$ cat config.mk
export PLATFORM = sky130hd
export DESIGN_NAME = spi_flash_responder
export DESIGN_NICKNAME = d
export VERILOG_FILES = /design/src/rtl/spi_flash_responder.sv
export SDC_FILE = /design/constraint.sdc
export NUM_CORES = 1
export LEC_CHECK = 0
export CAP_MARGIN = 20
export CELL_PAD_IN_SITES_DETAIL_PLACEMENT = 0
export CELL_PAD_IN_SITES_GLOBAL_PLACEMENT = 1
export CORE_AREA = 2 2 168 170
export CTS_CLUSTER_DIAMETER = 30
export DETAILED_ROUTE_END_ITERATION = 10
export DIE_AREA = 0 0 170 172
export GPL_TIMING_DRIVEN = 0
export PLACE_DENSITY_LB_ADDON = 0.3
export SLEW_MARGIN = 20
export SYNTH_ARGS = -nofsm -noshare
export SYNTH_HDL_FRONTEND = slang
export SYNTH_SLANG_ARGS = --single-unit
$ cat constraint.sdc
create_clock -name clock -period 2.8 [get_ports clock]
set_input_delay 0.42 -clock clock [delete_from_list [all_inputs] [get_ports clock]]
set_output_delay 0.42 -clock clock [all_outputs]
set_load 0.02 [all_outputs]
$ cat src/rtl/spi_flash_responder.sv
// SPI mode-0 flash target answering 0x03/0x0B reads from a byte-wide memory port.
// SPI pins are oversampled in the clock domain; one-byte prefetch with a single outstanding fetch.
module spi_flash_responder #(
  parameter int SYNC_STAGES = 2,
  parameter int ADDR_BITS   = 24
) (
  input  logic                 clock,
  input  logic                 reset,
  input  logic                 spi_csn,
  input  logic                 spi_sclk,
  input  logic                 spi_mosi,
  output logic                 spi_miso,
  output logic                 spi_miso_oe,
  output logic                 mem_req,
  output logic [ADDR_BITS-1:0] mem_addr,
  input  logic                 mem_ack,
  input  logic [7:0]           mem_rdata,
  output logic                 active,
  output logic [7:0]           last_cmd,
  output logic                 underrun
);

  typedef enum logic [2:0] {IDLE, CMD, ADDR, DUMMY, DATA, IGNORE} state_t;

  state_t                 state, state_n;
  logic [SYNC_STAGES-1:0] csn_sync, sclk_sync, mosi_sync;
  logic                   csn_s, sclk_s, mosi_s, csn_q, sclk_q;
  logic                   sck_rise, sck_fall, csn_fall;

  logic [4:0]             cnt;
  logic [2:0]             bitpos;
  logic [22:0]            sr_in;
  logic                   fast;
  logic [ADDR_BITS-1:0]   addr_cnt;
  logic [7:0]             sr_out;
  logic                   buf_valid;
  logic [7:0]             buf_data;
  logic                   want, discard;
  logic [ADDR_BITS-1:0]   want_addr;

  logic                   abort, shift_in, cnt_inc, cnt_clr, cmd_done, addr_done, byte_load, bit_shift;
  logic [7:0]             opcode, load_byte;
  logic [23:0]            addr_word;
  logic                   fetch_go, req_done;
  logic [ADDR_BITS-1:0]   fetch_a;

  always_ff @(posedge clock) begin
    if (reset) begin
      csn_sync  <= '1;
      sclk_sync <= '0;
      mosi_sync <= '0;
      csn_q     <= 1'b1;
      sclk_q    <= 1'b0;
    end else begin
      csn_sync  <= {csn_sync[SYNC_STAGES-2:0], spi_csn};
      sclk_sync <= {sclk_sync[SYNC_STAGES-2:0], spi_sclk};
      mosi_sync <= {mosi_sync[SYNC_STAGES-2:0], spi_mosi};
      csn_q     <= csn_s;
      sclk_q    <= sclk_s;
    end
  end

  assign csn_s     = csn_sync[SYNC_STAGES-1];
  assign sclk_s    = sclk_sync[SYNC_STAGES-1];
  assign mosi_s    = mosi_sync[SYNC_STAGES-1];
  assign sck_rise  = sclk_s & ~sclk_q;
  assign sck_fall  = ~sclk_s & sclk_q;
  assign csn_fall  = ~csn_s & csn_q;

  assign opcode    = {sr_in[6:0], mosi_s};
  assign addr_word = {sr_in, mosi_s};
  assign active    = (state != IDLE);

  always_ff @(posedge clock) begin
    if (reset) state <= IDLE;
    else       state <= state_n;
  end

  // CSN high outranks any SCK edge seen in the same cycle.
  always_comb begin
    state_n   = state;
    abort     = 1'b0;
    shift_in  = 1'b0;
    cnt_inc   = 1'b0;
    cnt_clr   = 1'b0;
    cmd_done  = 1'b0;
    addr_done = 1'b0;
    byte_load = 1'b0;
    bit_shift = 1'b0;
    if (state != IDLE && csn_s) begin
      state_n = IDLE;
      abort   = 1'b1;
    end else begin
      case (state)
        IDLE: if (csn_fall) begin
          state_n = CMD;
          cnt_clr = 1'b1;
        end
        CMD: if (sck_rise) begin
          shift_in = 1'b1;
          if (cnt == 5'd7) begin
            cmd_done = 1'b1;
            cnt_clr  = 1'b1;
            state_n  = (opcode == 8'h03 || opcode == 8'h0B) ? ADDR : IGNORE;
          end else cnt_inc = 1'b1;
        end
        ADDR: if (sck_rise) begin
          shift_in = 1'b1;
          if (cnt == 5'd23) begin
            addr_done = 1'b1;
            cnt_clr   = 1'b1;
            state_n   = fast ? DUMMY : DATA;
          end else cnt_inc = 1'b1;
        end
        DUMMY: if (sck_rise) begin
          if (cnt == 5'd7) begin
            cnt_clr = 1'b1;
            state_n = DATA;
          end else cnt_inc = 1'b1;
        end
        DATA: if (sck_fall) begin
          if (bitpos == 3'd0) byte_load = 1'b1;
          else                bit_shift = 1'b1;
        end
        default: ;
      endcase
    end
  end

  assign load_byte = buf_valid ? buf_data : 8'hFF;

  always_ff @(posedge clock) begin
    if (reset) begin
      cnt         <= '0;
      bitpos      <= '0;
      sr_in       <= '0;
      fast        <= 1'b0;
      last_cmd    <= 8'h00;
      addr_cnt    <= '0;
      sr_out      <= '0;
      spi_miso    <= 1'b0;
      spi_miso_oe <= 1'b0;
      underrun    <= 1'b0;
    end else begin
      if (cnt_clr)      cnt <= '0;
      else if (cnt_inc) cnt <= cnt + 5'd1;
      if (cnt_clr)                     bitpos <= '0;
      else if (byte_load || bit_shift) bitpos <= bitpos + 3'd1;
      if (shift_in) sr_in <= {sr_in[21:0], mosi_s};
      if (cmd_done) begin
        last_cmd <= opcode;
        fast     <= (opcode == 8'h0B);
      end
      if (addr_done)      addr_cnt <= addr_word[ADDR_BITS-1:0];
      else if (byte_load) addr_cnt <= addr_cnt + 1'b1;
      if (abort) begin
        spi_miso    <= 1'b0;
        spi_miso_oe <= 1'b0;
      end else if (byte_load) begin
        spi_miso    <= load_byte[7];
        sr_out      <= {load_byte[6:0], 1'b0};
        spi_miso_oe <= 1'b1;
      end else if (bit_shift) begin
        spi_miso <= sr_out[7];
        sr_out   <= {sr_out[6:0], 1'b0};
      end
      if (byte_load && !buf_valid) underrun <= 1'b1;
    end
  end

  // An underrun load issues no fetch: the request already in flight refills the buffer.
  assign fetch_go = addr_done | (byte_load & buf_valid);
  assign fetch_a  = addr_done ? addr_word[ADDR_BITS-1:0] : addr_cnt + 1'b1;
  assign req_done = mem_req & mem_ack;

  // A fetch that finds the port busy (e.g. a discarded request from the last
  // transaction) is parked in want/want_addr until the port frees up.
  always_ff @(posedge clock) begin
    if (reset) begin
      mem_req   <= 1'b0;
      mem_addr  <= '0;
      want      <= 1'b0;
      want_addr <= '0;
      discard   <= 1'b0;
      buf_valid <= 1'b0;
      buf_data  <= 8'h00;
    end else begin
      if (req_done) begin
        mem_req <= 1'b0;
        discard <= 1'b0;
      end else if (!mem_req && want && !abort) begin
        mem_req  <= 1'b1;
        mem_addr <= want_addr;
        want     <= 1'b0;
      end
      if (fetch_go) begin
        if (!mem_req && !want) begin
          mem_req  <= 1'b1;
          mem_addr <= fetch_a;
        end else begin
          want      <= 1'b1;
          want_addr <= fetch_a;
        end
      end
      if (abort) begin
        want    <= 1'b0;
        discard <= mem_req & ~mem_ack;
      end
      if (abort) buf_valid <= 1'b0;
      else if (req_done && !discard) begin
        buf_valid <= 1'b1;
        buf_data  <= mem_rdata;
      end else if (fetch_go) buf_valid <= 1'b0;
    end
  end

endmodule

# [Yosys cells after proc, flatten, opt, wreduce, memory -nomap -nowiden]
# Cells that the tools add are included.
[totals] reg_bits=146 word_cells=147 in_bits=14
[op_classes] addsub=3 reduce_logical=30 muxes=63 bitwise=13 n_eq_ne=15
[op_table] cell="2-to-1 mux 24 bit" n=7
[op_table] cell="2-to-1 mux 1 bit" n=41
[op_table] cell="2-to-1 mux 3 bit" n=9
[op_table] cell="adder 24 x 1 -> 24 bit (second input constant)" n=1
[op_table] cell="2-to-1 mux 8 bit" n=3
[op_table] cell="inequality test 2 bit (second input constant)" n=7
[op_table] cell="case mux 3 bit (4 select lines)" n=1
[op_table] cell="OR reduction 2 bit" n=5
[op_table] cell="== test 8 x 2 -> 1 bit (second input constant)" n=1
[op_table] cell="== test 8 x 4 -> 1 bit (second input constant)" n=1
[op_table] cell="AND reduction 8 bit" n=1
[op_table] cell="nonzero test 2 bit" n=4
[op_table] cell="bitwise AND 1 bit" n=6
[op_table] cell="== test 3 x 2 -> 1 bit (second input constant)" n=2
[op_table] cell="logical AND 1 bit" n=6
[op_table] cell="zero test 3 bit" n=2
[op_table] cell="inverter 1 bit" n=6
[op_table] cell="AND reduction 2 bit" n=3
[op_table] cell="adder 5 x 1 -> 5 bit (second input constant)" n=1
[op_table] cell="== test 5 x 3 -> 1 bit (second input constant)" n=1
[op_table] cell="== test 5 bit (second input constant)" n=1
[op_table] cell="zero test 1 bit" n=5
[op_table] cell="nonzero test 4 bit" n=1
[op_table] cell="adder 3 x 1 -> 3 bit (second input constant)" n=1
[op_table] cell="7 further kinds" n=8

# [Logic depth before layout (Yosys ltp)]
# Gate-level depths: netlist (run 1).
[depth] word_depth=9 mapped_depth=10

# [Worst setup path before layout (run 1)]
# No wires, ideal clock.
[synth_path] path_type="reg-to-reg" from="register state[2]" to="register mem_addr[3]" stages_incl_launch_ff=10 required_ns=2.664 setup_slack_ns=0.360 setup_time_ns=0.136 arrival_time_ns=2.304 cell_sequence="dfxtp_1 -> buf_6 -> or4b_4 -> buf_6 -> or4_4 -> buf_6 -> buf_4 -> mux2_4 -> nor2_1 -> a211oi_2"
[synth_via] elab_chain_len=9 elab_cells_between_ends=18
[synth_lines] element="from (decl)" line="25" source="state_t state, state_n;"
[synth_lines] element="from (signal assigned)" line="76" source="else state <= state_n;"
[synth_lines] element="nonzero test 3 bit" line="90" source="if (state != IDLE && csn_s) begin"
[synth_lines] element="logical AND 1 bit" line="90"
[synth_lines] element="2-to-1 mux 1 bit" line="90"
[synth_lines] element="zero test 1 bit" line="191" source="end else if (!mem_req && want && !abort) begin"
[synth_lines] element="logical AND 1 bit" line="191"
[synth_lines] element="2-to-1 mux 24 bit" line="191"
[synth_lines] element="2-to-1 mux 24 bit" line="188" source="if (req_done) begin"
[synth_lines] element="2-to-1 mux 24 bit" line="197" source="if (!mem_req && !want) begin"
[synth_lines] element="2-to-1 mux 24 bit *" line="196" source="if (fetch_go) begin"
[synth_lines] element="to (signal assigned)" line="193" source="mem_addr <= want_addr;"
[synth_lines] element="to (signal assigned)" line="199" source="mem_addr <= fetch_a;"
[synth_lines] element="to (decl)" line="15" source="output logic [ADDR_BITS-1:0] mem_addr,"
# Every way passes the cells marked *; elsewhere a longest branch is shown, timed or not.
# A chain may end at the register's enable or synchronous reset.

# [Final worst setup path (run 1)]
[layout_path] from="register state[2]" to="register want_addr[21]"
[layout_via] elab_chain_len=6 elab_cells_between_ends=12
[layout_lines] element="== test 3 bit / nonzero test 3 bit (equally long branches)" line="94, 90"
[layout_lines] element="2-to-1 mux 1 bit / logical AND 1 bit (equally long branches)" line="94, 90"
[layout_lines] element="2-to-1 mux 1 bit" line="90"
[layout_lines] element="bitwise AND 1 bit" line="172" source="assign fetch_go = addr_done | (byte_load & buf_valid);"
[layout_lines] element="OR 1 bit" line="172"
[layout_lines] element="AND reduction 2 bit (no line)"
[layout_lines] element="to (signal assigned)" line="202" source="want_addr <= fetch_a;"
[layout_lines] element="to (decl)" line="39" source="logic [ADDR_BITS-1:0] want_addr;"
# Parallel ways exist; a longest one is shown, timed or not.

==> results of run 1 <==
## cells in the mapped netlist, drive strengths merged (3+ instances only)
cell / number
or4: 3
nor4: 7
o211ai: 7
a21oi: 43
ha: 4
mux2i: 74
and2: 4
nand4: 14
dfxtp: 145
nor3: 11
clkbuf: 41
nand2: 50
xor2: 11
or2: 5
o21ai: 22
and4: 3
a311o: 3
buf: 14
nand3b: 23
nand2b: 9
a31oi: 4
a21o: 17
o31ai: 20
or3: 18
o21bai: 10
a211oi: 16
inv: 11
xnor2: 19
nand3: 16
and3: 5
mux2: 6
nor2: 89
nor2b: 7
nor4b: 4
## worst register-to-register path, delay by kind of cell, from the launching register on
family	cells	cell delay [ns]
AND/OR/NAND/NOR	2	0.98
AO/OA/AOI/OAI	2	0.53
buffers and inverters	4	0.85
flip-flops	1	0.31
## placed cells by master, fill, tap and decap left out, drive strengths merged, types with 2 or more instances in the layout
cell type	count
a211oi	16
a21o	17
a21oi	43
a311o	3
a31oi	4
and2	4
and3	5
and4	3
buf	16
bufinv	3
clkbuf	59
clkdlybuf4s50	49
clkinv	2
clkinvlp	2
dfxtp	145
ha	4
inv	17
mux2	6
mux2i	74
nand2	50
nand2b	9
nand3	16
nand3b	23
nand4	14
nor2	89
nor2b	7
nor3	11
nor4	7
nor4b	4
o211ai	7
o21ai	22
o21bai	10
o31ai	20
or2	5
or3	18
or4	3
xnor2	19
xor2	11
## sequential cells by signal, summed over array words and instances (netlist names), 2 cells and up, named ones only
signal,cells
mem_addr,24
sr_out,7
want_addr,24
sclk_sync,2
state,3
mosi_sync,2
sr_in,23
cnt,5
buf_data,8
csn_sync,2
bitpos,3
last_cmd,8
addr_cnt,24
## cell families (layout without fill, tap and decap cells)
| kind of cell | Yosys count | in the layout | share of synthesized area (%) |
|---|---|---|---|
| multiplexers | 80 | 80 | 12.0 |
| AND/OR/NAND/NOR | 272 | 272 | 20.6 |
| adder cells (fa/ha/maj) | 4 | 4 | 0.736 |
| AO/OA/AOI/OAI | 150 | 150 | 15.5 |
| XOR/XNOR | 30 | 30 | 3.87 |
| flip-flops | 145 | 145 | 42.7 |
| buffers and inverters | 66 | 148 | 4.62 |
## report_power, final
group	switching [mW]	internal (mW)	leakage, nW
registers	0.0149	2.07	1.17
clock network	0.979	1.44	0.296
logic	0.127	0.0720	1.71
total	1.12	3.59	3.17
## layout make-up
cell class              count  area (um2)  area share (%)
inverters                  11        41.3           0.492
well taps                 346         433            5.16
repair buffers             51         505            6.03
multi-input cells         536        3610            43.1
plain buffers              55         278            3.31
clock inverters            13         174            2.07
clock buffers              18         439            5.24
flip-flops and latches    145        2900            34.6
## through the flow
step                hold slack [ns]  setup slack [ns]  area [um2]
global route                  0.466           -0.0774        8390
floorplan                     0.389             0.360        6800
detailed placement            0.394            -0.160        7730
global placement              0.391            -0.336        7720
CTS                           0.430           0.00187        8360
finish                        0.437            0.0180        8390
## timing repair
item                       in CTS  in global routing
buffers inserted                0                  2
setup endpoints to repair      12                 31
pin swaps                       0                  1
gates resized for setup         3                 10
## routing by layer
layer / GRT usage, % / up-vias / share of wire [%]
li1: - / 2808 / -
met1: 19.6 / 2644 / 50
met2: 23.5 / 99 / 45
met3: 2.82 / 17 / 3.2
met4: 4.53 / 0 / 1.4
met5: 0 / - / 0
## worst max path at each step
| stage | start | slack (ns) | endpoint | depth (start not counted) |
|---|---|---|---|---|
| floorplan | state[2] | 0.36 | mem_addr[3] | 9 |
| global placement | state[2] | -0.34 | addr_cnt[8] | 7 |
| detailed placement | bitpos[0] | -0.16 | addr_cnt[21] | 8 |
| CTS | state[2] | 0.002 | want_addr[19] | 8 |
| global route | state[2] | -0.08 | want_addr[21] | 8 |
| finish | state[2] | 0.02 | want_addr[21] | 8 |
==> impl_metrics.tcl, run 1 <==
set metrics [dict create \
    startpoint_type "flop" \
    syn_inst 747 \
    area_growth_pct 23.4 \
    coreArea_um2 27500 \
    vdd_drop_max_v 0.000416 \
    p_total_mw 4.71 \
    synthFlopType "dfxtp_1" \
    syn_nets 765 \
    insertedDiodeCount 0 \
    cp.arrival_ns 3.08 \
    stdcell_count 1175 \
    grt_overflow 0 \
    die_x_um 170 \
    crit_buf_inv 4 \
    post-route-util_pct 30.5 \
    nets 835 \
    cap_violations 0 \
    rows 61 \
    status "finished clean" \
    hpwl_um 14700 \
    netlist_top_cells_area "dfxtp_1 (43%), mux2i_1 (11%), nor2_1 (4.9%)" \
    yosysTopAreaCell "dfxtp_1" \
    gp_congestion 0.801 \
    setup_tns_ns 0 \
    power_density_nw_per_um2 561 \
    critPathMaxFanout 10 \
    syn_area_um2 6800 \
    ys_seq_area_share_pct 42.7 \
    crit_chain "buf_6 -> or4b_4 -> buf_6 -> or4_1 -> buf_2 -> clkbuf_1 -> o21bai_1 -> o31ai_1" \
    setup_viol 0 \
    cts_htree_levels 4 \
    netlist.area_leader.share_pct 42.7 \
    slowest_stage "or4b_4" \
    drtIter0Drc 423 \
    drtAntennaViolNets 0 \
    slew_violations 0 \
    cpMostUsedCell "buf_6" \
    fmax_mhz 359 \
    cpPeakStageDelay_ns 0.52 \
    clk_latency_ns 0.43 \
    drt_wl_total_um 20500 \
    clk_pin_slew_ns 0.06 \
    cts_buffers 17 \
    grt_use_total_pct 14.5 \
    clock-sinks 145 \
    ys_ff_latch 145 \
    drive_above_1_share_pct 10.6 \
    critical_path_class "reg -> reg" \
    fin_crit_sh_pct 99.4 \
    start_util_pct 24.7 \
    hp-class "reg -> reg" \
    holdPathEnd "csn_sync[1]" \
    cts_buffer_depth 2 \
    synth_edf_count 0 \
    die_y_um 172 \
    dieArea_um2 29200 \
    tightestPinTransition_ns 0.976 \
    p_leak_nw 3.17 \
    nFillCells 2859 \
    end_kind "flop" \
    io_buffer_count 49 \
    period_needed_ns 2.78 \
    placed_cells 1142 \
    holdPathStages 1 \
    viasPerCell 4.74 \
    grt_pass1_wl_um 32100 \
    avgSynthCellArea_um2 9.10 \
    r2r_slack_ns 0.02 \
    crit_required_ns 3.10 \
    antenna_found_initial 1 \
    first_pass_iters 4 \
    io_pins 51 \
    slew_headroom_pct 34.6 \
    netlist-cell-type-count 57 \
    yosysWarnings 0 \
    clock_skew_ns 0.0118 \
    finalHoldViolCount 0 \
    r2r_start "state[2]" \
    synthArstFlopShare_pct 0 \
    cts-hold-fix-buffers 0 \
    rr_endpoint "want_addr[21]" \
    rsz0062_at_grt "true" \
    wire_per_inst_um 17.4 \
    drc 0 \
    cts_tree "done" \
    first_global_vias 5526 \
    cp_top_family "simple AND/OR/NAND/NOR gates" \
    cts_root_buffer "clkbuf_16" \
    hp-start "csn_sync[0]" \
    grt_max_degree 17 \
    vias 5568 \
    rr_worst_depth 8 \
]
No activity file was read; power rests on OpenSTA's default activity.
==> run 2, diff against run 1 <==
--- a/config.mk
+++ b/config.mk
@@ -8,10 +8,10 @@
 export CAP_MARGIN = 20
 export CELL_PAD_IN_SITES_DETAIL_PLACEMENT = 0
 export CELL_PAD_IN_SITES_GLOBAL_PLACEMENT = 1
-export CORE_AREA = 2 2 168 170
+export CORE_AREA = 2 2 138 207
 export CTS_CLUSTER_DIAMETER = 30
 export DETAILED_ROUTE_END_ITERATION = 10
-export DIE_AREA = 0 0 170 172
+export DIE_AREA = 0 0 140 209
 export GPL_TIMING_DRIVEN = 0
 export PLACE_DENSITY_LB_ADDON = 0.3
 export SLEW_MARGIN = 20
==> run 2 against run 1 <==
The flow now finishes with violations (design-rule violations). Utilization hardly changed. Die area hardly changed. Via count is 0.22% lower. Critical endpoint is now want_addr[19]. Global-route usage is 0.42 points higher. Clock power is 2% lower. Clock skew is 0.00069 ns higher.
==> impl_metrics.tcl, run 2 (synthesized netlist as in run 1, its figures left out) <==
set metrics [dict create \
    topRoutingLayerUsed "met4" \
    r2r_start "state[2]" \
    largestRegisters "addr_cnt: 24 flops, mem_addr: 24 flops, want_addr: 24 flops" \
    cpPeakStageDelay_ns 0.52 \
    cts_buffers 17 \
    clk_latency_ns 0.43 \
    wl_met3_um 621 \
    p_int_mw 3.58 \
    first_global_vias 5736 \
    hpwl_um 15800 \
    post-route-cell-area_um2 8450 \
    power_density_nw_per_um2 553 \
    critical_path_class "reg -> reg" \
    hp-class "reg -> reg" \
    timing.hold.ws_ns 0.411 \
    drtAntennaViolNets 0 \
    cts_tree "done" \
    cpMostUsedCell "buf_6" \
    drtIter0Drc 258 \
    p_sw_mw 1.09 \
    violations "design-rule violations" \
    final_cell_mix "dfxtp_1 (145), nor2_1 (89), mux2i_1 (74)" \
    pwr-share-seq_pct 44.8 \
    start_util_pct 24.6 \
    setup_viol 0 \
    register_area_um2 2900 \
    cp_top_family "simple AND/OR/NAND/NOR gates" \
    cp.depth 8 \
    grt_use_total_pct 14.9 \
    grt_pass1_wl_um 33300 \
    io_pins 51 \
    placed_area_um2 7730 \
    crit_buf_inv 4 \
    status "finished, violations left" \
    tightestPinTransition_ns 0.935 \
    first_pass_iters 9 \
    clkPwrFrac_pct 50.8 \
    layout_commonest_cell "dfxtp_1" \
    end_kind "flop" \
    p_total_mw 4.67 \
    p_leak_nw 3.21 \
    period_needed_ns 2.77 \
    slew_violations 0 \
    rr_worst_depth 8 \
    crit_end "want_addr[19]" \
    stdcell_count 1176 \
    drc 2 \
    finalHoldViolCount 0 \
    vdd_drop_max_v 0.000426 \
    power_frac_comb_pct 4.4 \
    cts_root_buffer "clkbuf_16" \
    coreArea_um2 27700 \
    setup_tns_ns 0 \
    critPathMaxFanout 10 \
    clk_pin_slew_ns 0.06 \
    clock-sinks 145 \
    slowest_stage "or4b_4" \
    pre_cts_slack_ns -0.442 \
    cp.arrival_ns 3.08 \
    wire_per_inst_um 17.8 \
    vias 5556 \
    die_x_um 140 \
    wirelength_met1_um 8410 \
    insertedDiodeCount 0 \
    rows 75 \
    fin_crit_sh_pct 98.8 \
    swShare_pct 23.3 \
    startpoint_type "flop" \
    grt_max_degree 17 \
    timing.final.ws_setup_ns 0.0348 \
    clock_skew_ns 0.0125 \
    antenna_found_initial 0 \
    die_y_um 209 \
    nets 835 \
    multi_input_area_um2 3680 \
    hp-start "csn_sync[0]" \
    grt_overflow 0 \
    cts_htree_levels 4 \
    r2r_slack_ns 0.03 \
    area_growth_pct 24.2 \
    gp_congestion 0.815 \
    rsz0062_at_grt "true" \
    drive_above_1_share_pct 11.2 \
    wl_met2_um 11200 \
    slew_headroom_pct 37.3 \
    rr_endpoint "want_addr[19]" \
    crit_chain "buf_6 -> or4b_4 -> buf_6 -> or4_1 -> buf_2 -> clkbuf_2 -> o21bai_2 -> o31ai_1" \
    fmax_mhz 362 \
    cts_buffer_depth 2 \
    cap_violations 0 \
    crit_start "state[2]" \
    post-route-util_pct 30.5 \
    nFillCells 2934 \
    viasPerCell 4.72 \
    crit_required_ns 3.12 \
    placed_cells 1143 \
    drt_wl_total_um 21000 \
    dieArea_um2 29300 \
    io_buffer_count 49 \
]
[run 2: cell count changes in the layout (fill, tap and decap cells not counted), moves of 3 or more]
cell,change
o21bai_1,-5
o21bai_4,+4
clkinv_2,+3
inv_6,-3
[run 2: timing repair]
| action | 4_1_cts | 5_1_grt |
|---|---|---|
| pin swaps | 0 | 1 |
| setup buffers | 0 | 2 |
| setup endpoints to repair | 75 | 30 |
| hold buffers | 0 | 0 |
| gates resized for setup | 6 | 16 |
[run 2: power by group through the flow]
stage | registers (mW) | clock network, mW | logic, mW
2_1_floorplan | 2.13 | 0 | 0.117
3_3_place_gp | 2.14 | 0 | 0.200
3_5_place_dp | 2.14 | 0 | 0.200
4_1_cts | 2.09 | 2.43 | 0.204
5_1_grt | 2.09 | 2.52 | 0.226
6_report | 2.09 | 2.37 | 0.206
[run 2: worst min-delay path by stage]
stage	to	slack, ns	cells past startpoint
floorplan	csn_sync[1]	0.39	1
global placement	csn_sync[1]	0.40	1
detailed placement	csn_sync[1]	0.40	1
CTS	csn_sync[1]	0.41	1
global route	csn_sync[1]	0.43	1
finish	csn_sync[1]	0.41	1
[run 2: layout make-up]
cell class              instances  share of cell area, %
flip-flops and latches        145                   34.4
clock inverters                13                   1.90
repair buffers                 52                   6.07
plain buffers                  54                   3.23
well taps                     346                   5.13
inverters                      11                  0.489
clock buffers                  19                   5.24
multi-input cells             536                   43.6
[run 2: routing by layer]
layer | global-route usage [%] | vias up
li1 | - | 2805
met1 | 16.1 | 2643
met2 | 27.8 | 80
met3 | 2.52 | 28
met4 | 7.59 | 0
met5 | 0 | -
[run 2: worst register-to-register path: cells and delay by family (launching register included)]
family,cells,cell delay [ns]
AO/OA/AOI/OAI,2,0.50
flip-flops,1,0.31
AND/OR/NAND/NOR,2,1.02
buffers and inverters,4,0.84
==> run 3, diff against run 2 <==
--- a/config.mk
+++ b/config.mk
@@ -5,7 +5,7 @@
 export SDC_FILE = /design/constraint.sdc
 export NUM_CORES = 1
 export LEC_CHECK = 0
-export CAP_MARGIN = 20
+export CAP_MARGIN = 15
 export CELL_PAD_IN_SITES_DETAIL_PLACEMENT = 0
 export CELL_PAD_IN_SITES_GLOBAL_PLACEMENT = 1
 export CORE_AREA = 2 2 138 207
==> results of run 3 <==
Same layout as run 2: the final DEF is identical, and so are final timing and power.
